<file path="config.mk">
export PLATFORM = sky130hd
export DESIGN_NAME = addsub_accumulator_ctrl
export DESIGN_NICKNAME = d
export VERILOG_FILES = /design/src/rtl/addsub_pkg.sv /design/src/rtl/addsub_accumulator_ctrl_flag_gen.sv /design/src/rtl/addsub_accumulator_ctrl.sv
export SDC_FILE = /design/constraint.sdc
export NUM_CORES = 1
export LEC_CHECK = 0
export BUFFER_PORTS_ARGS = -buffer_cell sky130_fd_sc_hd__buf_4
export CORE_UTILIZATION = 58
export CTS_CLUSTER_SIZE = 24
export DETAILED_ROUTE_END_ITERATION = 10
export PLACE_DENSITY = 0.86
export SYNTH_ARGS = -nofsm -noshare
export SYNTH_HDL_FRONTEND = slang
export SYNTH_SLANG_ARGS = --single-unit
</file>
<file path="constraint.sdc">
create_clock -name clk -period 3.9 [get_ports clk]
set_input_delay 0.195 -clock clk [delete_from_list [all_inputs] [get_ports clk]]
set_output_delay 0.195 -clock clk [all_outputs]
set_load 0.05 [all_outputs]
</file>
<file path="src/rtl/addsub_pkg.sv">
// Shared definitions for the add/subtract accumulator sequencer.
package addsub_pkg;

    // Datapath width; must match the external adder/subtractor.
    localparam int WIDTH = 4;

    typedef enum logic [1:0] {
        OP_LOAD = 2'd0,
        OP_ADD  = 2'd1,
        OP_SUB  = 2'd2,
        OP_MUL  = 2'd3
    } op_e;

    typedef enum logic [1:0] {
        ST_IDLE = 2'd0,
        ST_EXEC = 2'd1,
        ST_RESP = 2'd2
    } state_e;

endpackage

</file>
<file path="src/rtl/addsub_accumulator_ctrl_flag_gen.sv">
// Combinational status-flag generator for the adder/subtractor result.
// V follows the two's-complement overflow rule for the active mode; Z and N
// describe the Sum value that is about to be written to the accumulator.
module accum_flag_gen #(
    parameter int WIDTH = 4
) (
    input  logic             m,
    input  logic [WIDTH-1:0] a,
    input  logic [WIDTH-1:0] b,
    input  logic [WIDTH-1:0] sum,
    output logic             v,
    output logic             z,
    output logic             n
);

    logic a_msb;
    logic b_msb;
    logic s_msb;

    assign a_msb = a[WIDTH-1];
    assign b_msb = b[WIDTH-1];
    assign s_msb = sum[WIDTH-1];

    // Overflow: B+A when operand signs agree, B-A when they differ, and the
    // result sign departs from B.
    always_comb begin
        v = 1'b0;
        if (m) v = (a_msb != b_msb) && (s_msb != b_msb);
        else   v = (a_msb == b_msb) && (s_msb != b_msb);
        z = (sum == '0);
        n = s_msb;
    end

endmodule

</file>
<file path="src/rtl/addsub_accumulator_ctrl.sv">
// Sequencer in front of a combinational 4-bit adder/subtractor. Accepts
// LOAD/ADD/SUB/MUL requests, steers the adder inputs, captures Sum/C4 into an
// accumulator with C/V/Z/N flags and returns the result over valid/ready.
// MUL is repeated addition of acc into a running product, one pass per cycle.
module addsub_accumulator_ctrl
    import addsub_pkg::*;
#(
    parameter int WIDTH = addsub_pkg::WIDTH
) (
    input  logic             clk,
    input  logic             rst,
    input  logic             in_valid,
    output logic             in_ready,
    input  logic [1:0]       in_op,
    input  logic [WIDTH-1:0] in_data,
    output logic             as_M,
    output logic [WIDTH-1:0] as_A,
    output logic [WIDTH-1:0] as_B,
    input  logic [WIDTH-1:0] as_Sum,
    input  logic             as_C4,
    output logic             out_valid,
    input  logic             out_ready,
    output logic [WIDTH-1:0] out_acc,
    output logic             out_c,
    output logic             out_v,
    output logic             out_z,
    output logic             out_n
);

    state_e           state;
    op_e              op;
    logic [WIDTH-1:0] acc;
    logic [WIDTH-1:0] opnd;
    logic [WIDTH-1:0] prod;
    logic [WIDTH-1:0] cnt;
    logic             c_flag;
    logic             v_flag;
    logic             z_flag;
    logic             n_flag;

    logic             fg_v;
    logic             fg_z;
    logic             fg_n;
    op_e              req_op;
    logic             accept;

    assign req_op = op_e'(in_op);
    assign accept = in_valid && in_ready;

    // Adder steering is decoded from registered state only, so it is
    // glitch-free with respect to the request inputs and zero outside EXEC.
    always_comb begin
        as_M = 1'b0;
        as_A = '0;
        as_B = '0;
        if (state == ST_EXEC) begin
            case (op)
                OP_ADD: begin
                    as_A = opnd;
                    as_B = acc;
                end
                OP_SUB: begin
                    as_M = 1'b1;
                    as_A = opnd;
                    as_B = acc;
                end
                OP_MUL: begin
                    as_A = acc;
                    as_B = prod;
                end
                default: ;
            endcase
        end
    end

    accum_flag_gen #(.WIDTH(WIDTH)) u_flag_gen (
        .m   (as_M),
        .a   (as_A),
        .b   (as_B),
        .sum (as_Sum),
        .v   (fg_v),
        .z   (fg_z),
        .n   (fg_n)
    );

    assign out_acc = acc;
    assign out_c   = c_flag;
    assign out_v   = v_flag;
    assign out_z   = z_flag;
    assign out_n   = n_flag;

    // Control FSM: datapath registers and handshake outputs are all updated
    // here so in_ready/out_valid come straight from flops.
    always_ff @(posedge clk) begin
        if (rst) begin
            state     <= ST_IDLE;
            op        <= OP_LOAD;
            acc       <= '0;
            opnd      <= '0;
            prod      <= '0;
            cnt       <= '0;
            c_flag    <= 1'b0;
            v_flag    <= 1'b0;
            z_flag    <= 1'b0;
            n_flag    <= 1'b0;
            in_ready  <= 1'b1;
            out_valid <= 1'b0;
        end else begin
            case (state)
                ST_IDLE: begin
                    if (accept) begin
                        op       <= req_op;
                        opnd     <= in_data;
                        in_ready <= 1'b0;
                        case (req_op)
                            OP_LOAD: begin
                                acc       <= in_data;
                                c_flag    <= 1'b0;
                                v_flag    <= 1'b0;
                                z_flag    <= (in_data == '0);
                                n_flag    <= in_data[WIDTH-1];
                                out_valid <= 1'b1;
                                state     <= ST_RESP;
                            end
                            OP_MUL: begin
                                if (in_data == '0) begin
                                    // Zero passes: product is 0 without touching the adder.
                                    acc       <= '0;
                                    c_flag    <= 1'b0;
                                    v_flag    <= 1'b0;
                                    z_flag    <= 1'b1;
                                    n_flag    <= 1'b0;
                                    out_valid <= 1'b1;
                                    state     <= ST_RESP;
                                end else begin
                                    prod   <= '0;
                                    cnt    <= in_data;
                                    c_flag <= 1'b0;
                                    state  <= ST_EXEC;
                                end
                            end
                            default: state <= ST_EXEC;
                        endcase
                    end
                end

                ST_EXEC: begin
                    case (op)
                        OP_ADD, OP_SUB: begin
                            acc       <= as_Sum;
                            c_flag    <= as_C4;
                            v_flag    <= fg_v;
                            z_flag    <= fg_z;
                            n_flag    <= fg_n;
                            out_valid <= 1'b1;
                            state     <= ST_RESP;
                        end
                        OP_MUL: begin
                            // Any carry on any pass means the unsigned product wrapped.
                            prod   <= as_Sum;
                            cnt    <= cnt - 1'b1;
                            c_flag <= c_flag | as_C4;
                            if (cnt == WIDTH'(1)) begin
                                acc       <= as_Sum;
                                v_flag    <= 1'b0;
                                z_flag    <= fg_z;
                                n_flag    <= fg_n;
                                out_valid <= 1'b1;
                                state     <= ST_RESP;
                            end
                        end
                        default: begin
                            out_valid <= 1'b1;
                            state     <= ST_RESP;
                        end
                    endcase
                end

                ST_RESP: begin
                    if (out_ready) begin
                        out_valid <= 1'b0;
                        in_ready  <= 1'b1;
                        state     <= ST_IDLE;
                    end
                end

                default: begin
                    out_valid <= 1'b0;
                    in_ready  <= 1'b1;
                    state     <= ST_IDLE;
                end
            endcase
        end
    end

endmodule

</file>
Yosys cells after proc, flatten, opt, wreduce, memory -nomap -nowiden
Cells that the tools add are included. Widths: inputs -> output; s select.

Output and inout bits: 19. Flip-flop bits (word level): 26. Word-level logic and storage cells: 112. Input port bits: 15.

Reductions and logical operators: 17. Add/sub/neg operators: 1. Mux-type cells: 60. Bitwise logic cells: 2. Equality and inequality tests: 20.

Operator list (count): $pmux 4 s2 (7); $mux 4 (13); $pmux 1 s2 (12); $mux 1 (19); $mux 2 (5); $reduce_and 5->1 (2); $eq 2x2->1 const B (4); $logic_not 4->1 (2); $ne 2x2->1 const B (4); $ne 3x3->1 const B (2); $pmux 1 s3 (2); $pmux 2 s3 (1); $reduce_and 3->1 (2); $reduce_and 6->1 (1); $eq 2x1->1 const B (2); $eq 4x1->1 const B (1); $logic_not 2->1 (2); $ne 2x1->1 const B (2); $pmux 2 s2 (1); $reduce_and 4->1 (1); $reduce_or 2->1 (2); $sub 4x1->4 const B (1); $logic_and 1x1->1 (3); $ne 3x1->1 const B (1); other kinds (7) (8).

Longest topological paths before layout
Gate-level depths: netlist of the first run.

Depth in word-level cells: 9. Gate-level depth with buffers: 7. Gate-level depth less buffers: 6.

Modules after synthesis
A second synthesis of the first run with hierarchy kept.

Cell total of the unflattened synthesis: 190. Area total of the unflattened synthesis: 1624.1 µm².

By module, submodules not included: addsub_accumulator_ctrl (seq. area each 520.5 µm², cells each 184, times used 1, area an instance 1577.8 µm²); accum_flag_gen (seq. area each 0.0 µm², cells each 6, times used 1, area an instance 46.3 µm²).

Least setup slack after synthesis of the first run
OpenSTA, ideal clock, no wires.

Kind: register to output. Start point: reg op[0]. End point: out as_B[3]. Arrival time: 1892 ps. Stages on the path, launching flop included: 6. Buffers on the path: 1. Required time: 3705 ps. Slack: 1813 ps. Path through: dfxtp_1 > inv_1 > ha_1 > or3b_2 > buf_2 > nor2b_1.

Word-level cells in the longest chain between the ends: 4. Elaborated cells on any way between the ends: 6. Those cells by class: eq/ne: 3; mux: 2; reduce/logical: 1.

Ends and longest elaborated chain: start, declared (line addsub_accumulator_ctrl.sv:31) `op_e op;`; start signal, assigned (line addsub_accumulator_ctrl.sv:112) `op <= req_op;`; $eq 2x1->1 / $eq 2x2->1 (equally long branches) (line addsub_accumulator_ctrl.sv:57) `case (op)`; $reduce_or 2->1 (no line); $pmux 4 s2 (*) (line addsub_accumulator_ctrl.sv:57); $mux 4 (*) (line addsub_accumulator_ctrl.sv:56) `if (state == ST_EXEC) begin`; end, declared (line addsub_accumulator_ctrl.sv:18) `output logic [WIDTH-1:0] as_B,`.

Mark *: on every way between the ends. The rest lies on a longest branch, timed or not.

Worst setup path after layout of the first run
Start point: reg op[1]. End point: reg z_flag, in the netlist out_z.

Word-level cells in the longest chain between the ends: 4. Elaborated cells on any way between the ends: 9. Those cells by class: eq/ne: 5; mux: 2; reduce/logical: 2.

Ends and longest elaborated chain: $eq 2x1->1 / $eq 2x2->1 (equally long branches) (line addsub_accumulator_ctrl.sv:148) `case (op)`; $reduce_or 2->1 (no line); $pmux 1 s2 / $ne 3x2->1 (equally long branches); $pmux 1 s2 / $reduce_and 6->1 (equally long branches); end signal, assigned (line addsub_accumulator_ctrl.sv:120) `z_flag <= (in_data == '0);`; end signal, assigned (line addsub_accumulator_ctrl.sv:153) `z_flag <= fg_z;`; end signal, assigned (line addsub_accumulator_ctrl.sv:166) `z_flag <= fg_z;`; end, declared (line addsub_accumulator_ctrl.sv:38) `logic z_flag;`.

Parallel ways exist; a longest one is shown, timed or not. A chain may end at the register's enable or synchronous reset.

==> results of run 1 <==
==> registers in the layout (all words and copies together), names as in the netlist <==
| name | count |
|---|---|
| opnd | 4 |
| out_acc | 4 |
| state | 2 |
| out_v | 1 |
| out_c | 1 |
| prod | 4 |
| out_z | 1 |
| cnt | 4 |
| out_valid | 1 |
| in_ready | 1 |
| op | 2 |
==> area by class of cell <==
cell class | count | share of cell area
Clock buffer | 4 | 0.0147
Timing Repair Buffer | 33 | 0.138
Multi-Input combinational cell | 142 | 0.524
Inverter | 11 | 0.0230
Tap cell | 30 | 0.0209
Sequential cell | 25 | 0.279
==> metrics by stage <==
stage                util  worst slack, ns
global route        0.710             1.53
global placement    0.700             1.80
CTS                 0.710             1.72
detailed placement  0.700             1.74
finish              0.710             1.68
floorplan               -             1.81
==> Yosys cell counts (2+ instances only) <==
library cell and number:
dfxtp_1 25, clkbuf_8 3, o21a_1 2, a22oi_1 7
o21ai_0 2, ha_1 7, a311oi_1 4, nor3_1 3
inv_1 11, nand4_1 4, clkbuf_1 3, mux2_2 2
a22o_1 2, mux2i_1 8, nand3b_1 2, nand2_1 5
a31oi_1 4, nor2b_1 5, o31ai_1 2, nand2b_1 3
buf_2 4, nor4_1 2, a21oi_1 18, nor2_1 36
buf_6 2, nand3_1 2
==> tightest hold or removal path: stages <==
cell      delay [ns]
buf_4           0.09
nor3_1          0.04
o21bai_1        0.11
==> power groups by stage <==
stage / clock (uW) / combinational (uW) / sequential (uW)
final: 118 / 250 / 308
after CTS: 118 / 249 / 307
after global routing: 130 / 270 / 312
after global placement: 0 / 241 / 311
after floorplan: 0 / 157 / 345
after detailed placement: 0 / 248 / 312
==> layer usage <==
| metal | vias to the layer above | share of wire |
|---|---|---|
| met5 | - | 0 |
| met4 | 0 | 0.0063 |
| met3 | 5 | 0.067 |
| met2 | 60 | 0.51 |
| met1 | 754 | 0.42 |
| li1 | 745 | - |
==> kinds of logic (layout without fill, tap and decap cells) <==
family	Yosys count	in the layout
buffers and inverters	25	48
AOI/OAI and AO/OA	57	57
muxes	10	10
adders and majority gates	7	7
DFF	25	25
and+or+nand+nor	68	68
==> path summary, 6_finish.rpt <==
kind	startpoint	end	slack [ns]	depth (start not counted)
worst max-delay path	op[1]$_SDFFE_PP0P_	out_z$_SDFFE_PP0P_	1.68	6
worst min-delay path	out_ready	in_ready$_SDFFE_PP1P_	0.14	3
worst max register to register	op[1]$_SDFFE_PP0P_	out_z$_SDFFE_PP0P_	1.68	6
worst min register to register	out_c$_SDFFE_PP0P_	out_c$_SDFFE_PP0P_	0.49	2
==> flow_metrics.tcl, run 1 <==
set metrics [dict create \
    grt_setup_unrepaired "false" \
    synth_edf_count 0 \
    firstDrtPassIters 4 \
    path_delay_family "compound AO/OA/AOI/OAI gates" \
    vdd_ir_drop_max_uv 288 \
    die_w_um 54.3 \
    grt_pass1_vias 1318 \
    fin_area_mm2 0.00179 \
    ant_nets 0 \
    layoutNonFillerInstCount 245 \
    synth_ff_type "dfxtp_1" \
    via_per_inst 6.38 \
    netSwitchingPower_uw 268 \
    finalCriticalPeriod_ns 2.22 \
    clock_skew_ns 0.00610 \
    cp_data_required_time_ns 4.13 \
    cts_buffers 3 \
    track_usage 0.286 \
    placed_area_mm2 0.00177 \
    use_met3 0.0667 \
    clock_sinks 25 \
    max_stage_delay_ns 0.56 \
    via_count 1564 \
    cp-end-kind "register" \
    layout-drive-gt1-share 0.214 \
    use_met1 0.373 \
    dp.cells 241 \
    ys_seq_area_frac 0.315 \
    place_congestion 0.845 \
    crit_path_top_delay_cell "a21oi_1" \
    clk_path_buf_depth 2 \
    power_density_mw_per_mm2 377 \
    cp_max_fo 13 \
    clock-root-buffer "clkbuf_4" \
    ys_seq_elements 25 \
    cp.buffers_inverters 1 \
    grt_overflow 0 \
    synth-simple-area-share 0.211 \
    final_common_cell "nor2_1" \
    synth-async-reset-ratio 0 \
    max_slew_margin 0.522 \
    yosysTopAreaCell "dfxtp_1" \
    tightest_slew_ns 0.717 \
    routedWlPerCell_um 15.6 \
    die_area_mm2 0.00295 \
    setup_viol_count_final 0 \
    cts_hold_buf 0 \
    antenna_found_initial 0 \
    core-area_mm2 0.00252 \
    portBuffers 33 \
    grt_pass1_wl_mm 6.05 \
    hold_viol 0 \
    io_pins 34 \
    area_growth_pct 12.8 \
    post_cts_resized 0 \
    die_y_um 54.3 \
    cp.arrival_ns 2.46 \
    crit_type "register to register" \
    regArea_um2 500 \
    grt_start_max_net_pins 29 \
    drc 0 \
    power.clock.fraction 0.174 \
    clk_pin_slew_worst_paths_ns 0.13 \
    hold_path_class "input port to register" \
    power_uw 676 \
    synthMuxAreaShare 0.0646 \
    internal-power_uw 408 \
    p_sw_frac 0.396 \
    use_met2 0.472 \
    synth_top_family_by_area "compound AO/OA/AOI/OAI gates" \
    dpl.hpwl_mm 2.79 \
    busiest_layer "met2" \
    ys_warn_count 0 \
    antenna_cells 0 \
    ys_types 50 \
    synthCells 192 \
    rows 18 \
    finalHoldWorstSlack_ns 0.137 \
    synth.net_count 214 \
    synth.avg_cell_area_um2 8.27 \
    netlist_area_mm2 0.00159 \
    drv_cap 0 \
    synth_xor_area_frac 0 \
    layout.nets 238 \
    layout_worst_path_cycle_share 0.570 \
    p_comb_frac 0.370 \
    multi_input_area_um2 938 \
    cts_tree "built" \
    synthAdderAreaFrac 0.0552 \
    clock_latency_ns 0.32 \
    htree_levels 1 \
    p_leak_uw 0.000748 \
    worstPathCellList "inv_1 -> ha_1 -> nor2_1 -> a21oi_1 -> nand3_1 -> mux2_2" \
    wirelength_mm 3.82 \
    cts_setup_buffers 0 \
    layout_common_cells "nor2_1 (36), buf_4 (33), dfxtp_1 (25)" \
    seqPwrFrac 0.455 \
    drtIter0Drc 58 \
    synth_compound_area_frac 0.260 \
    outcome "finished clean" \
    nFillCells 209 \
    initial_core_util 0.629 \
    critPathLaunchType "register" \
    setup_tns_ns 0 \
    fmax_mhz 450 \
    slew_viol_final 0 \
    synth_top_area_frac 0.315 \
    yosys-top-cells-area "dfxtp_1 (32%), nor2_1 (8.5%), a21oi_1 (5.7%)" \
]
Power figures use the tool's default switching activity.
==> inputs of run 2 (changes only) <==
CORE_UTILIZATION = 49   (was 58)
PLACE_DENSITY = 0.78   (was 0.86)
clock period = 2.03 ns   (was 3.9 ns; I/O delays follow)
==> flow_metrics.tcl, run 2 (same netlist as run 1, synthesis figures left out) <==
set metrics [dict create \
    clock_skew_ns 0.00711 \
    layoutNonFillerInstCount 270 \
    die_w_um 58.9 \
    cp_data_required_time_ns 1.93 \
    hold_viol 0 \
    routedWlPerCell_um 15.2 \
    grt_pass1_vias 1349 \
    layout.nets 249 \
    initial_core_util 0.520 \
    grt_pass1_wl_mm 6.44 \
    min-delay-start "in_op[0]" \
    cts_setup_buffers 0 \
    drtIter0Drc 69 \
    max_stage_delay_ns 0.39 \
    grt_start_max_net_pins 29 \
    p_leak_uw 0.000810 \
    critPathLaunchType "register" \
    use_met3 0.0330 \
    r2r.worst_path.cells 4 \
    antenna_found_initial 0 \
    die_area_mm2 0.00347 \
    place_congestion 0.875 \
    hold_depth 3 \
    fmax_mhz 521 \
    htree_levels 1 \
    cp-end-kind "output pin" \
    finalCriticalPeriod_ns 1.92 \
    nFillCells 284 \
    regArea_um2 503 \
    layout_common_cells "buf_4 (35), nor2_1 (29), dfxtp_1 (23)" \
    via_per_inst 5.94 \
    cts_hold_buf 0 \
    post_cts_resized 8 \
    crit_type "register to output pin" \
    max_slew_margin 0.607 \
    use_met2 0.380 \
    clk_path_buf_depth 2 \
    r2r_slack_ns 0.27 \
    ant_nets 0 \
    timing.rr.start "state[1]$_SDFFE_PP0P_" \
    drc 0 \
    via_count 1605 \
    setup_tns_ns 0 \
    cp_max_fo 8 \
    cts_tree "built" \
    core-area_mm2 0.00305 \
    vdd_ir_drop_max_uv 370 \
    outcome "finished clean" \
    slew_viol_final 0 \
    layout_worst_path_cycle_share 0.945 \
    min_to "op[0]$_SDFFE_PP0P_" \
    timing.rr.end "out_z$_SDFFE_PP0P_" \
    tightest_slew_ns 0.575 \
    clock_sinks 25 \
    clock_latency_ns 0.34 \
    wirelength_mm 4.09 \
    use_met1 0.341 \
    dpl.hpwl_mm 2.91 \
    antenna_cells 0 \
    setup_viol_count_final 0 \
    track_usage 0.243 \
    multi_input_area_um2 963 \
    die_y_um 58.9 \
    firstDrtPassIters 4 \
    dp.cells 266 \
    rows 20 \
    hold_path_class "input port to register" \
    cp.arrival_ns 1.82 \
    final_common_cell "buf_4" \
    power_density_mw_per_mm2 697 \
    busiest_layer "met2" \
    area_growth_pct 23.5 \
    clk_pin_slew_worst_paths_ns 0.15 \
    cts_buffers 3 \
    layout-drive-gt1-share 0.305 \
    io_pins 34 \
    grt_setup_unrepaired "false" \
    worstPathCellList "inv_1 -> ha_2 -> or3b_4 -> buf_8 -> nor2_2 -> buf_6" \
    grt_overflow 0 \
    portBuffers 33 \
    drv_cap 0 \
    crit_path_top_delay_cell "or3b_4" \
    clock-root-buffer "clkbuf_4" \
]
run 2: cell types whose count changed in the layout (fill, tap and decap cells not counted), moves of 2 or more:
cell	change
nor2_2	+7
dfxtp_1	-2
buf_6	+8
nor2_1	-7
buf_4	+2
dfxtp_2	+2
run 2: critical path, delay by kind of cell (launching register included):
| kind | cells | cell delay (ns) |
|---|---|---|
| DFF | 1 | 0.36 |
| and+or+nand+nor | 2 | 0.52 |
| adders and majority gates | 1 | 0.21 |
| buffers and inverters | 3 | 0.39 |
run 2: worst max-delay path by stage:
| stage | from | to | slack (ns) |
|---|---|---|---|
| global route | op[0]$_SDFFE_PP0P_ | as_B[1] | 0.03 |
| detailed placement | in_op[0] | out_acc[1]$_SDFFE_PP0P_ | 0.29 |
| finish | op[0]$_SDFFE_PP0P_ | as_B[1] | 0.11 |
| global placement | op[0]$_SDFFE_PP0P_ | out_v$_SDFFE_PP0P_ | 0.28 |
| floorplan | op[0]$_SDFFE_PP0P_ | as_B[3] | 0.04 |
| CTS | op[0]$_SDFFE_PP0P_ | as_B[1] | 0.02 |
run 2: layer usage:
layer  up-vias  part of all wire
met1       766              0.47
met4         0             0.017
met5         -                 0
met3         7             0.057
li1        770                 -
met2        62              0.46
run 2: layout make-up:
cell class / count / area share
Tap cell: 44 / 0.0281
Multi-Input combinational cell: 142 / 0.491
Inverter: 11 / 0.0211
Sequential cell: 25 / 0.257
Timing Repair Buffer: 44 / 0.188
Clock inverter: 1 / 0.00383
Clock buffer: 3 / 0.0115
run 2: per-stage QoR:
step / area, um^2 / utilization / hold WS, ns / power [uW] / setup slack [ns]
after floorplan: 1590 / - / 0.240 / 964 / 0.0362
after global placement: 1870 / 0.611 / 0.355 / 1100 / 0.278
after detailed placement: 1870 / 0.611 / 0.363 / 1110 / 0.289
after CTS: 1920 / 0.628 / 0.0127 / 1350 / 0.0166
after global routing: 1960 / 0.642 / 0.0150 / 1440 / 0.0298
final: 1960 / 0.642 / 0.00577 / 1370 / 0.111
run 2: where the power goes:
part / switching (uW) / internal [uW] / leakage, uW
Combinational: 324 / 203 / 0.000591
Clock: 172 / 75.8 / 0.0000139
Sequential: 54.5 / 537 / 0.000205
